[config.mk]
export PLATFORM = sky130hd
export DESIGN_NAME = req2send_rsp
export DESIGN_NICKNAME = d
export VERILOG_FILES = /design/src/rtl/req2send_rsp.sv
export SDC_FILE = /design/constraint.sdc
export NUM_CORES = 1
export LEC_CHECK = 0
export ABC_CLOCK_PERIOD_IN_PS = 4900
export BUFFER_PORTS_ARGS = -buffer_cell sky130_fd_sc_hd__buf_2
export CORE_MARGIN = 2
export CORE_UTILIZATION = 35
export CTS_BUF_LIST = sky130_fd_sc_hd__clkbuf_8 sky130_fd_sc_hd__clkbuf_16
export CTS_CLUSTER_SIZE = 10
export DETAILED_ROUTE_END_ITERATION = 7
export GPL_TIMING_DRIVEN = 0
export PLACE_DENSITY = 0.5
export REMOVE_ABC_BUFFERS = 1
export SLEW_MARGIN = 20
export SYNTH_ARGS = -nofsm -noshare
export SYNTH_HDL_FRONTEND = slang
export SYNTH_SLANG_ARGS = --single-unit
[constraint.sdc]
create_clock -name clk -period 4.9 [get_ports clk]
set_clock_uncertainty 0.2 [all_clocks]
set_input_delay 0.49 -clock clk [delete_from_list [all_inputs] [get_ports clk]]
set_output_delay 0.49 -clock clk [all_outputs]
set_load 0.01 [all_outputs]
[src/rtl/req2send_rsp.sv]
// rtl/req2send_rsp.sv - request/ack responder with latency control and FWFT output FIFO
module req2send_rsp #(
  parameter int DW      = 8,
  parameter int DEPTH   = 4,
  parameter int ACK_LAT = 0
) (
  input  logic                   clk,
  input  logic                   reset_n,
  input  logic                   request,
  input  logic [DW-1:0]          data_in,
  output logic                   ack,
  output logic [DW-1:0]          out_data,
  output logic                   out_valid,
  input  logic                   out_ready,
  output logic [$clog2(DEPTH):0] fifo_count,
  output logic                   proto_err
);

  localparam int AW = $clog2(DEPTH);
  localparam int CW = AW + 1;
  // Counter preload so ack lands exactly ACK_LAT edges after the sampling edge.
  localparam logic [3:0] LAT_M1 = (ACK_LAT > 0) ? 4'(ACK_LAT - 1) : 4'd0;

  typedef enum logic [1:0] {
    S_IDLE,
    S_DELAY,
    S_ACK,
    S_WAIT_LOW
  } state_t;

  state_t          state_q, state_d;
  logic [3:0]      cnt_q, cnt_d;
  logic            err_q, err_d;
  logic [DW-1:0]   mem_q [DEPTH];
  logic [AW-1:0]   wr_ptr_q, rd_ptr_q;
  logic [CW-1:0]   count_q;
  logic            push;
  logic            pop;
  logic            can_wr;

  assign out_valid  = (count_q != '0);
  assign pop        = out_valid && out_ready;
  // A pop on the same edge frees the slot the push needs.
  assign can_wr     = (count_q < CW'(DEPTH)) || pop;
  assign ack        = (state_q == S_ACK);
  assign out_data   = out_valid ? mem_q[rd_ptr_q] : '0;
  assign fifo_count = count_q;
  assign proto_err  = err_q;

  // Handshake FSM next-state, latency countdown, error flag and push decode.
  always_comb begin
    state_d = state_q;
    cnt_d   = cnt_q;
    err_d   = err_q;
    push    = 1'b0;
    case (state_q)
      S_IDLE: begin
        if (request) begin
          if (ACK_LAT == 0) begin
            if (can_wr) begin
              push    = 1'b1;
              state_d = S_ACK;
            end else begin
              cnt_d   = 4'd0;
              state_d = S_DELAY;
            end
          end else begin
            cnt_d   = LAT_M1;
            state_d = S_DELAY;
          end
        end
      end
      S_DELAY: begin
        if (!request) begin
          err_d   = 1'b1;
          state_d = S_IDLE;
        end else if (cnt_q != 4'd0) begin
          cnt_d = cnt_q - 4'd1;
        end else if (can_wr) begin
          push    = 1'b1;
          state_d = S_ACK;
        end
      end
      S_ACK: begin
        state_d = S_WAIT_LOW;
      end
      S_WAIT_LOW: begin
        if (!request) begin
          state_d = S_IDLE;
        end
      end
      default: begin
        state_d = S_IDLE;
      end
    endcase
  end

  // FSM state, latency counter and sticky error registers.
  always_ff @(posedge clk) begin
    if (!reset_n) begin
      state_q <= S_IDLE;
      cnt_q   <= 4'd0;
      err_q   <= 1'b0;
    end else begin
      state_q <= state_d;
      cnt_q   <= cnt_d;
      err_q   <= err_d;
    end
  end

  // FIFO pointers and occupancy; pointers wrap naturally at DEPTH.
  always_ff @(posedge clk) begin
    if (!reset_n) begin
      wr_ptr_q <= '0;
      rd_ptr_q <= '0;
      count_q  <= '0;
    end else begin
      if (push) begin
        wr_ptr_q <= wr_ptr_q + AW'(1);
      end
      if (pop) begin
        rd_ptr_q <= rd_ptr_q + AW'(1);
      end
      case ({push, pop})
        2'b10:   count_q <= count_q + CW'(1);
        2'b01:   count_q <= count_q - CW'(1);
        default: count_q <= count_q;
      endcase
    end
  end

  // FIFO storage; stale words are never visible because out_data is gated by out_valid.
  always_ff @(posedge clk) begin
    if (push) begin
      mem_q[wr_ptr_q] <= data_in;
    end
  end

endmodule

==> impl_metrics.yaml <==
clock_network:
  cts_tree: "yes"
  cts.repair.resized: 0
  clk_pin_slew_ps: 90
  clkLatencyLatePin_ps: 300
  clk_path_buf_depth: 2
  cts_sinks: 48
  htreeDepth: 2
  post_cts_buffers: 0
  cts-hold-fix-buffers: 0
  numCtsBuffers: 5
  root_buffer: "clkbuf_8"
synth:
  synthDistinctLibCells: 33
  synth_edf_count: 32
  synthTopCellsByArea: "edfxtp_1 (47%), dfxtp_1 (16%), mux4_2 (8.7%), and2_1 (3.9%), ha_1 (3.6%)"
  ys.flop_type: "edfxtp_1"
  synthArstFlopShare_pct: 0
  ys_ff_latch: 48
  synth_commonest_cells: "edfxtp_1 (32), dfxtp_1 (16), and2_1 (13)"
  synth_sequential_area_ratio_pct: 62.2
  synth_top_area_share_pct: 46.7
  syn-instance-count: 144
  avgSynthCellArea_um2: 14.3
  yosysTopAreaCell: "edfxtp_1"
  yosysWarnings: 0
  synth_most_common_cell: "edfxtp_1"
  syn_area_um2: 2060
route:
  wl_per_cell_um: 14.7
  vias_per_cell: 4.88
  postRouteAntennaNets: 0
  drtIter0Drc: 66
  routed-via-count: 1186
  wirelength_mm: 3.58
  drtPass1Iterations: 4
  drcViolationCount: 0
final_layout:
  n_fill_cell: 527
  final_util_pct: 42.6
  n_antenna_cell: 0
  layout-drive-gt1-share_pct: 28.7
  area_delta_synth_final_pct: 15.9
  layout.nets: 189
placed_design:
  portBuffers: 25
  gp_congestion: 0.742
  hpwl_mm: 2.54
global_route:
  antenna_found_initial: 0
  grt_pass1_wl_mm: 5.80
  track_usage_pct: 12.4
  overflow: 0
  grt_pass1_vias: 1238
  grt_max_degree: 20
job:
  cap_viol_max_count: 0
die:
  die_w_um: 80.7
  start_util_pct: 36.7
  die-area_um2: 6510
  core-area_um2: 5610
  ios: 26
  rows: 27
  die_h_um: 80.7
timing:
  hold_viol: 0
  layout_min_cycle_time_ps: 3020
  slew_headroom_pct: 60.2
  rsz0062_at_grt: "no"
  worstMarginPinSlew_ps: 595
  drv_slew: 0
  max_freq_mhz: 331
  setup_viol: 0
  finalSetupTns_ps: 0
  whs_ps: 202
  period_share_pct: 61.7
worst_setup_path:
  cp_data_arrival_time_ps: 3060
  crit_type: "flip-flop to flip-flop"
  critPathBufInv: 3
  crit_family: "compound AO/OA/AOI/OAI gates"
  end_kind: "flip-flop"
  worst_path_max_delay_cell: "a2111oi_4"
  ff2ff_setup_slack_ps: 1880
  cp_cell_sequence: "inv_1 -> ha_1 -> or3b_4 -> a2111oi_4 -> inv_1 -> ha_1 -> inv_1 -> fa_1 -> xor2_1 -> or3_1 -> a21boi_0"
  max_stage_delay_ps: 590
  crit_path_frequent_cell: "inv_1"
  crit_fanout: 8
  cp-start-kind: "flip-flop"
  cp.required_ps: 4930
power_and_ir_drop:
  leakage_nw: 0.874
  power.density_nw_per_um2: 453
  max-vdd-ir-drop_v: 0.000145
status:
  status: "finished clean"
hold_path:
  hp-class: "primary input to flip-flop"
[per-stage QoR]
step	setup slack (ps)	cell area [um2]	instances	power, mW
finish	1880	2390	243	1.08
detailed placement	1880	2250	235	0.761
global placement	1950	2250	235	0.750
CTS	1860	2390	243	1.10
global route	1600	2390	243	1.14
floorplan	2190	2030	138	0.665
[registers in the layout, indices dropped and copies added, names as in the netlist, named ones only]
| register | cells |
|---|---|
| mem_q | 32 |
| state_q | 2 |
| fifo_count | 3 |
| proto_err | 1 |
| wr_ptr_q | 2 |
| cnt_q | 4 |
| rd_ptr_q | 2 |
[per-layer routing]
| metal | vias up | GRT usage (%) | routed length (um) |
|---|---|---|---|
| met4 | 0 | 4.07 | 49 |
| met5 | - | 0 | 0 |
| met1 | 584 | 13.8 | 1500 |
| met2 | 28 | 22.4 | 1880 |
| met3 | 5 | 3.82 | 148 |
| li1 | 569 | - | - |
[power by group]
part / switching (mW) / internal (mW)
clock: 0.131 / 0.205
sequential: 0.0328 / 0.469
combinational: 0.126 / 0.118
total: 0.290 / 0.792
[kinds of logic (layout without fill, tap and decap cells)]
kind of cell             Yosys count  in the layout  synth area share (%)
adder cells (fa/ha/maj)            7              7                  4.62
buffers and inverters             17             44                  3.22
multiplexers                       8              8                  8.75
AND/OR/NAND/NOR                   41             41                  12.2
XOR/XNOR                           5              5                  2.13
flip-flops                        48             48                  62.2
AO/OA/AOI/OAI                     18             18                  6.93
[final cells by class]
cell class              count  area (um2)  area share [%]
well taps                  72        90.1            3.77
flip-flops and latches     48        1280            53.7
inverters                  11        41.3            1.73
multi-input cells          79         712            29.8
clock buffers               5        68.8            2.88
repair buffers             25         125            5.24
clock inverters             3        68.8            2.88
[cell usage in the layout (no fill, tap or decap), types with 5 or more instances in the layout]
cell type  count
dfxtp_1       16
and2_1        13
nand3_1        6
o21ai_0        6
mux4_2         8
edfxtp_1      32
buf_2         25
inv_1         11
ha_1           6
clkbuf_8       5
[worst paths after layout]
path         depth (start not counted)       start       endpoint
max                                 11    cnt_q[0]  fifo_count[2]
min                                  1  data_in[5]    mem_q[1][5]
max reg2reg                         11    cnt_q[0]  fifo_count[2]
min reg2reg                          1   proto_err      proto_err
Note: power is estimated with default switching activity, not from simulation.
